$ cat src/rtl/fp_result_wb.sv
`default_nettype none
// ============================================================================
// Module   : fp_result_wb
// Purpose  : Merges fp_add_sub and fp_mul results onto the FP register-file
//            write port, buffering displaced adds and keeping sticky fflags.
// Options  : FP_WB_BYPASS_EN - uncontended adds skip the FIFO (1-cycle path)
// Revision : 1.0 - initial release
// ============================================================================
module fp_result_wb #(
    parameter int RV    = 64,
    parameter int DEPTH = 4
) (
    input  logic          clk,
    input  logic          reset,
    input  logic          add_valid,
    input  logic          add_hart,
    input  logic [5:0]    add_rd,
    input  logic [RV-1:0] add_res,
    input  logic [4:0]    add_flags,
    input  logic          mul_valid,
    input  logic          mul_hart,
    input  logic [5:0]    mul_rd,
    input  logic [RV-1:0] mul_res,
    input  logic [4:0]    mul_flags,
    output logic          add_stall,
    output logic          wb_valid,
    output logic          wb_hart,
    output logic [5:0]    wb_rd,
    output logic [RV-1:0] wb_res,
    input  logic          csr_we,
    input  logic          csr_hart,
    input  logic [4:0]    csr_data,
    output logic [4:0]    fflags_0,
    output logic [4:0]    fflags_1
);

    localparam int             AW        = $clog2(DEPTH);
    localparam int             PW        = AW + 1;
    localparam logic [PW-1:0]  FULL_LVL  = PW'(DEPTH);
    localparam logic [PW-1:0]  STALL_LVL = PW'(DEPTH - 1);

    // FIFO storage: flags travel alongside the result
    logic          mem_hart_q  [DEPTH];
    logic [5:0]    mem_rd_q    [DEPTH];
    logic [RV-1:0] mem_res_q   [DEPTH];
    logic [4:0]    mem_flags_q [DEPTH];

    logic [PW-1:0] wr_ptr_q, wr_ptr_d;
    logic [PW-1:0] rd_ptr_q, rd_ptr_d;
    logic [PW-1:0] count_q, count_d;
    logic          add_stall_q, add_stall_d;
    logic          wb_valid_q, wb_valid_d;
    logic          wb_hart_q, wb_hart_d;
    logic [5:0]    wb_rd_q, wb_rd_d;
    logic [RV-1:0] wb_res_q, wb_res_d;
    logic [4:0]    fflags_0_q, fflags_0_d;
    logic [4:0]    fflags_1_q, fflags_1_d;

    logic          fifo_empty, fifo_full;
    logic          push, push_ok, pop;
    logic          sel_valid, sel_hart;
    logic [5:0]    sel_rd;
    logic [RV-1:0] sel_res;
    logic [4:0]    sel_flags;
    logic [4:0]    retire_0, retire_1;
    logic [AW-1:0] wr_idx, rd_idx;

    assign count_q    = wr_ptr_q - rd_ptr_q;
    assign fifo_empty = (count_q == '0);
    assign fifo_full  = (count_q == FULL_LVL);
    assign wr_idx     = wr_ptr_q[AW-1:0];
    assign rd_idx     = rd_ptr_q[AW-1:0];

    // Writeback selection: mul first, then FIFO head, then a fresh add
    always_comb begin
        push      = 1'b0;
        pop       = 1'b0;
        sel_valid = 1'b0;
        sel_hart  = 1'b0;
        sel_rd    = '0;
        sel_res   = '0;
        sel_flags = '0;
        if (mul_valid) begin
            sel_valid = 1'b1;
            sel_hart  = mul_hart;
            sel_rd    = mul_rd;
            sel_res   = mul_res;
            sel_flags = mul_flags;
            push      = add_valid;
        end else if (!fifo_empty) begin
            pop       = 1'b1;
            sel_valid = 1'b1;
            sel_hart  = mem_hart_q[rd_idx];
            sel_rd    = mem_rd_q[rd_idx];
            sel_res   = mem_res_q[rd_idx];
            sel_flags = mem_flags_q[rd_idx];
            push      = add_valid;
        end else if (add_valid) begin
`ifdef FP_WB_BYPASS_EN
            sel_valid = 1'b1;
            sel_hart  = add_hart;
            sel_rd    = add_rd;
            sel_res   = add_res;
            sel_flags = add_flags;
`else
            push      = 1'b1;
`endif
        end
    end

    // A full FIFO only accepts a push when the head leaves in the same cycle
    assign push_ok = push && (!fifo_full || pop);

    always_comb begin
        wr_ptr_d    = wr_ptr_q + PW'(push_ok);
        rd_ptr_d    = rd_ptr_q + PW'(pop);
        count_d     = wr_ptr_d - rd_ptr_d;
        add_stall_d = (count_d >= STALL_LVL);

        wb_valid_d  = sel_valid;
        wb_hart_d   = sel_valid ? sel_hart : wb_hart_q;
        wb_rd_d     = sel_valid ? sel_rd   : wb_rd_q;
        wb_res_d    = sel_valid ? sel_res  : wb_res_q;

        retire_0    = (sel_valid && !sel_hart) ? sel_flags : 5'b0;
        retire_1    = (sel_valid &&  sel_hart) ? sel_flags : 5'b0;
        fflags_0_d  = ((csr_we && !csr_hart) ? csr_data : fflags_0_q) | retire_0;
        fflags_1_d  = ((csr_we &&  csr_hart) ? csr_data : fflags_1_q) | retire_1;
    end

    always_ff @(posedge clk or posedge reset) begin
        if (reset) begin
            wr_ptr_q    <= '0;
            rd_ptr_q    <= '0;
            add_stall_q <= 1'b0;
            wb_valid_q  <= 1'b0;
            wb_hart_q   <= 1'b0;
            wb_rd_q     <= '0;
            wb_res_q    <= '0;
            fflags_0_q  <= '0;
            fflags_1_q  <= '0;
        end else begin
            wr_ptr_q    <= wr_ptr_d;
            rd_ptr_q    <= rd_ptr_d;
            add_stall_q <= add_stall_d;
            wb_valid_q  <= wb_valid_d;
            wb_hart_q   <= wb_hart_d;
            wb_rd_q     <= wb_rd_d;
            wb_res_q    <= wb_res_d;
            fflags_0_q  <= fflags_0_d;
            fflags_1_q  <= fflags_1_d;
        end
    end

    // Storage needs no reset: pointers alone define which entries are live
    always_ff @(posedge clk) begin
        if (push_ok) begin
            mem_hart_q[wr_idx]  <= add_hart;
            mem_rd_q[wr_idx]    <= add_rd;
            mem_res_q[wr_idx]   <= add_res;
            mem_flags_q[wr_idx] <= add_flags;
        end
    end

`ifndef SYNTHESIS
    always @(posedge clk) begin
        if (push && !push_ok) begin
            $display("fp_result_wb overflow");
        end
    end
`endif

    assign add_stall = add_stall_q;
    assign wb_valid  = wb_valid_q;
    assign wb_hart   = wb_hart_q;
    assign wb_rd     = wb_rd_q;
    assign wb_res    = wb_res_q;
    assign fflags_0  = fflags_0_q;
    assign fflags_1  = fflags_1_q;

endmodule
`default_nettype wire

$ cat config.mk
export PLATFORM = sky130hd
export DESIGN_NAME = fp_result_wb
export DESIGN_NICKNAME = d
export VERILOG_FILES = /design/src/rtl/fp_result_wb.sv
export SDC_FILE = /design/constraint.sdc
export NUM_CORES = 1
export LEC_CHECK = 0
export CORE_MARGIN = 2
export CORE_UTILIZATION = 25
export CTS_CLUSTER_SIZE = 16
export DETAILED_ROUTE_END_ITERATION = 10
export GPL_ROUTABILITY_DRIVEN = 0
export PLACE_DENSITY_LB_ADDON = 0.15
export SLEW_MARGIN = 40
export SYNTH_ARGS = -nofsm -noshare
export SYNTH_HDL_FRONTEND = slang
export SYNTH_SLANG_ARGS = --single-unit
$ cat constraint.sdc
create_clock -name clk -period 11.1 [get_ports clk]
set_input_delay 1.11 -clock clk [delete_from_list [all_inputs] [get_ports clk]]
set_output_delay 1.11 -clock clk [all_outputs]
set_load 0.02 [all_outputs]
### Word-level counts from Yosys, hierarchy flattened

Memory sizes are Yosys's and may differ from the RTL's.
Cells that the tools add are included.
Widths: inputs -> output; s select.

| storage, ports and cells | value |
|---|---|
| latch bits | 0 |
| memories kept | 4 |
| output and inout bits | 83 |
| register bits | 89 |
| word-level logic and storage cells | 51 |
| bits of input ports | 163 |
| ROM bits | 0 |
| bits in writable memories | 304 |

| operators by class | value |
|---|---|
| multiply operators | 0 |
| $add $sub $neg | 4 |
| shift-type cells | 0 |
| divide/modulo/power cells | 0 |
| bitwise operators | 2 |
| mux-type cells | 20 |
| magnitude comparators | 1 |
| reductions and logical operators | 10 |
| equality and inequality tests | 1 |

Memories:

| name | depth | bits a word | rd ports | clocked after memory_dff | wr ports | RTL line | text |
|---|---|---|---|---|---|---|---|
| mem_res_q | 4 | 64 | 1 | 0 | 1 | 45 | `logic [RV-1:0] mem_res_q [DEPTH];` |
| mem_rd_q | 4 | 6 | 1 | 0 | 1 | 44 | `logic [5:0] mem_rd_q [DEPTH];` |
| mem_flags_q | 4 | 5 | 1 | 0 | 1 | 46 | `logic [4:0] mem_flags_q [DEPTH];` |
| mem_hart_q | 4 | 1 | 1 | 0 | 1 | 43 | `logic mem_hart_q [DEPTH];` |

Operator list:

| operator | number |
|---|---|
| $mux 64 | 2 |
| $mux 5 | 6 |
| $mux 6 | 2 |
| $mux 1 | 10 |
| $or 5x5->5 | 2 |
| $add 3x1->3 | 2 |
| $sub 3x3->3 | 2 |
| $logic_and 1x1->1 | 5 |
| $eq 3x3->1 const B | 1 |
| $ge 3x2->1 const B | 1 |
| $logic_not 1->1 | 3 |
| $logic_not 3->1 | 1 |
| $logic_or 1x1->1 | 1 |

### Depth between registers and ports, before layout

| depth | value |
|---|---|
| depth in word-level cells | 9 |
| mapped depth | 16 |
| gate-level depth less buffers | 13 |

### Least setup slack after synthesis

No wires, ideal clock.

| path | value |
|---|---|
| kind | register to register |
| start point | register rd_ptr_q[1] |
| end point | memory mem_flags_q[0][0] (enable) |
| clock period less this slack | 7.489 ns |
| stages on the path, launching flop included | 10 |
| path slack | 3.611 ns |
| arrival | 6.886 ns |
| buffers on the path | 3 |
| data required time | 10.496 ns |
| setup time | 0.604 ns |
| cell sequence | dfrtp_1 buf_2 buf_4 clkbuf_1 inv_1 ha_1 nor2b_1 nor3_1 o31ai_1 nor3_1 |

| on the way | value |
|---|---|
| word-level cells in the longest chain between the ends | 8 |
| elaborated cells on any way between the ends | 12 |
| classes of those cells | 1 x add/sub; 1 x eq/ne; 6 x mux; 4 x reduce/logical |

RTL lines:

| what | RTL line | text |
|---|---|---|
| from (decl) | 49 | `logic [PW-1:0] rd_ptr_q, rd_ptr_d;` |
| from (signal assigned) | 144 | `rd_ptr_q <= rd_ptr_d;` |
| $sub 3x3->3 * | 68 | `assign count_q = wr_ptr_q - rd_ptr_q;` |
| $logic_not 3->1 | 69 | `assign fifo_empty = (count_q == '0);` |
| $mux 1 | 90 | `end else if (!fifo_empty) begin` |
| $mux 1 | 83 | `if (mul_valid) begin` |
| $logic_or 1x1->1 | 112 | `assign push_ok = push && (!fifo_full \|\| pop);` |
| $logic_and 1x1->1 * | 112 |  |
| $mux 1 * | 157 | `if (push_ok) begin` |
| $mux 1 (not written as such) * | 161 | `mem_flags_q[wr_idx] <= add_flags;` |
| to (decl) | 46 |  |

Mark *: on every way between the ends. The rest lies on a longest branch, timed or not.

### Final worst setup path

| path | value |
|---|---|
| start point | register rd_ptr_q[1] |
| end point | register add_stall_q (netlist: add_stall) |

| on the way | value |
|---|---|
| word-level cells in the longest chain between the ends | 9 |
| elaborated cells on any way between the ends | 14 |
| classes of those cells | 4 x add/sub; 1 x order compare; 1 x eq/ne; 4 x mux; 4 x reduce/logical |

RTL lines:

| what | RTL line | text |
|---|---|---|
| $sub 3x3->3 * | 68 |  |
| $logic_not 3->1 | 69 |  |
| $mux 1 | 90 |  |
| $mux 1 | 83 |  |
| $logic_or 1x1->1 | 112 |  |
| $logic_and 1x1->1 * | 112 |  |
| $add 3x1->3 * | 115 | `wr_ptr_d = wr_ptr_q + PW'(push_ok);` |
| net wr_ptr_d[1] | 48 | `logic [PW-1:0] wr_ptr_q, wr_ptr_d;` |
| $sub 3x3->3 * | 117 | `count_d = wr_ptr_d - rd_ptr_d;` |
| $ge 3x2->1 * | 118 | `add_stall_d = (count_d >= STALL_LVL);` |
| net add_stall_d | 51 | `logic add_stall_q, add_stall_d;` |
| to (signal assigned) | 145 | `add_stall_q <= add_stall_d;` |
| to (decl) | 51 |  |

The timed path passes the listed nets; every way through them passes the cells marked *.
A chain may end at the register's enable or synchronous reset.

==> impl_metrics.json <==
{
  "rsz0062_at_grt": "false",
  "worstPathArrival_ns": 4.65,
  "fin_crit_ns": 4.21,
  "fin_setup_tns_ns": 0,
  "fillers": 6084,
  "nets": 1314,
  "numClockSinks": 393,
  "track_usage_pct": 13.9,
  "synth_cell_types": 44,
  "yosysMostFrequentCell": "edfxtp_1",
  "area.sequential_mm2": 0.0114,
  "setup.worst_path.start_class": "flip-flop",
  "synth_enable_flop_cells": 304,
  "end_kind": "flip-flop",
  "ys_seq_elements": 393,
  "ctsHoldBuffers": 0,
  "clk_latency_ns": 0.57,
  "cts_tree": "built",
  "place_hpwl_mm": 27.2,
  "grt_overflow": 0,
  "fin_skew_ns": 0.0218,
  "io_pins": 246,
  "stdcell_count": 2017,
  "synth_top_area_cell": "edfxtp_1",
  "cts_buffers": 46,
  "finalSetupViolations": 0,
  "r2r-start": "rd_ptr_q[1]",
  "critPathKind": "flip-flop to flip-flop",
  "worst_pin_slew_ns": 0.747,
  "firstDrtPassIters": 6,
  "synth_warnings": 0,
  "first_global_vias": 9776,
  "die_h_um": 254,
  "pwr_density_cell_mw_per_mm2": 298,
  "place_ws_ns": 6.82,
  "finalHoldViolations": 0,
  "port_buffers": 245,
  "maxCapViolCount": 0,
  "leakage_nw": 6.77,
  "vias": 9086,
  "rows": 91,
  "area_growth_pct": 30.9,
  "initial_core_util_pct": 25.3,
  "cp_max_fo": 41,
  "drc": 0,
  "wl_mm": 44.9,
  "crit_start": "rd_ptr_q[1]",
  "drt_iter0_markers": 554,
  "die_w_um": 254,
  "drt-wirelength-per-cell_um": 22.3,
  "die_area_mm2": 0.0645,
  "critPathRequiredTime_ns": 11.54,
  "cts.repair.resized": 0,
  "placed_cells": 1932,
  "worstHoldStart": "fflags_0[3]",
  "peakVddDrop_mv": 0.304,
  "ant_nets": 0,
  "grt_pass1_wl_mm": 65.5,
  "hold_class": "flip-flop to flip-flop",
  "timing.final.ws_setup_ns": 6.89,
  "synth_area_mm2": 0.0156,
  "synth.avg_cell_area_um2": 17.4,
  "yosysSeqAreaShare_pct": 72.7,
  "synth_commonest_cells": "edfxtp_1 (304), dfrtp_1 (89), nor2b_1 (75)",
  "multi_input_comb_area_mm2": 0.00395,
  "max_freq_mhz": 237,
  "synth_top_area_share_pct": 58.4,
  "synthCells": 899,
  "clk_pin_slew_ns": 0.06,
  "root_buffer": "clkbuf_16",
  "synth_top_cells_by_area": "edfxtp_1 (58%), dfrtp_1 (14%), mux4_2 (11%)",
  "synth_nets": 1070,
  "grt_max_degree": 86,
  "status": "complete, no violations",
  "post_cts_buffers": 0,
  "postSynth.asyncResetShare_pct": 22.6,
  "total_power_w": 0.00609,
  "drive_gt1_share_pct": 14.3,
  "slew_headroom_pct": 50.2,
  "viasPerCell": 4.50,
  "final_util_pct": 33.1,
  "slew_violations": 0,
  "htree_num_levels": 2,
  "core_mm2": 0.0617,
  "grt_antenna_before_repair": 7,
  "finalCritPeriodShare_pct": 37.9,
  "ys.flop_type": "edfxtp_1",
  "clockBufferDepth": 3
}
-- critical path: stages (launching register included) --
cell	delay (ns)
dfrtp_4	0.88
inv_1	0.10
ha_1	0.34
and2_4	0.39
buf_16	0.22
nand2_1	0.07
o31ai_1	0.48
inv_1	0.16
ha_1	0.22
ha_1	0.29
inv_1	0.06
fa_1	0.43
xor2_1	0.20
xnor2_1	0.13
o21ai_0	0.11
-- area by class of cell --
cell class	instances	area share, %
diodes	2	0.0245
clock buffers	60	5.99
clock inverters	23	0.924
inverters	7	0.141
multi-input cells	433	19.3
flip-flops and latches	393	55.5
well taps	837	5.12
repair buffers	262	12.9
-- registers in the layout (all words and copies together) (netlist names), 3 cells and up --
| name | cells |
|---|---|
| fflags_1 | 5 |
| rd_ptr_q | 3 |
| wb_rd | 6 |
| mem_hart_q | 4 |
| mem_res_q | 256 |
| mem_rd_q | 24 |
| mem_flags_q | 20 |
| wb_res | 64 |
| wr_ptr_q | 3 |
| fflags_0 | 5 |
-- where the power goes --
group | internal (W) | switching, W | leakage [nW]
Combinational | 0.000928 | 0.00148 | 2.29
Sequential | 0.00203 | 0.000223 | 3.79
Clock | 0.000844 | 0.000591 | 0.683
Total | 0.00380 | 0.00229 | 6.77
-- routing by layer --
layer,vias up,global-route usage (%),share of wire [%]
li1,4077,-,-
met1,4715,19.2,45
met2,234,22.0,47
met3,56,3.18,6.0
met4,4,3.73,1.8
met5,-,0,0.073
-- path summary, 6_finish.rpt --
path | end | slack, ns | depth (start not counted)
worst max-delay path | add_stall | 6.89 | 14
worst min-delay path | fflags_0[3] | 0.53 | 2
worst max register to register | add_stall | 6.89 | 14
worst min register to register | fflags_0[3] | 0.53 | 2
max in group asynchronous | rd_ptr_q[0] | 8.81 | 3
min in group asynchronous | wb_res[38] | 1.00 | 2
-- stage by stage --
stage	cell area (um^2)	hold WS, ns
after floorplan	15600	0.512
after global placement	18900	0.507
after detailed placement	19000	0.512
after CTS	20400	0.524
after global routing	20500	0.561
final	20500	0.525
-- kinds of logic (layout without fill, tap and decap cells) --
family | Yosys count | count (layout) | share of synthesized area (%)
mux | 80 | 80 | 11.1
compound gates | 238 | 238 | 8.81
fa+ha+maj | 8 | 8 | 0.688
buf+inv | 73 | 352 | 2.35
xor+xnor | 7 | 7 | 0.609
simple gates | 100 | 100 | 3.77
flops | 393 | 393 | 72.7
other cells | 0 | 2 | 0
-- cell usage in the layout (no fill, tap or decap), types with 4 or more instances in the layout --
cell type | synthesis | layout
edfxtp_1 | 304 | 304
clkdlybuf4s50_1 | 0 | 244
dfrtp_1 | 89 | 87
nor2b_1 | 75 | 75
mux4_2 | 74 | 74
a21oi_1 | 72 | 72
o21ai_0 | 71 | 71
a31oi_1 | 70 | 70
clkbuf_16 | 0 | 47
clkbuf_1 | 35 | 13
clkinv_1 | 0 | 11
buf_4 | 3 | 9
nand2_1 | 8 | 7
ha_1 | 7 | 7
inv_1 | 7 | 6
buf_6 | 8 | 6
a21o_1 | 5 | 5
nand3_1 | 5 | 5
clkinv_2 | 0 | 5
a32oi_1 | 4 | 4
a22o_1 | 4 | 4
a221o_1 | 4 | 4
No activity file was read; power rests on OpenSTA's default activity.
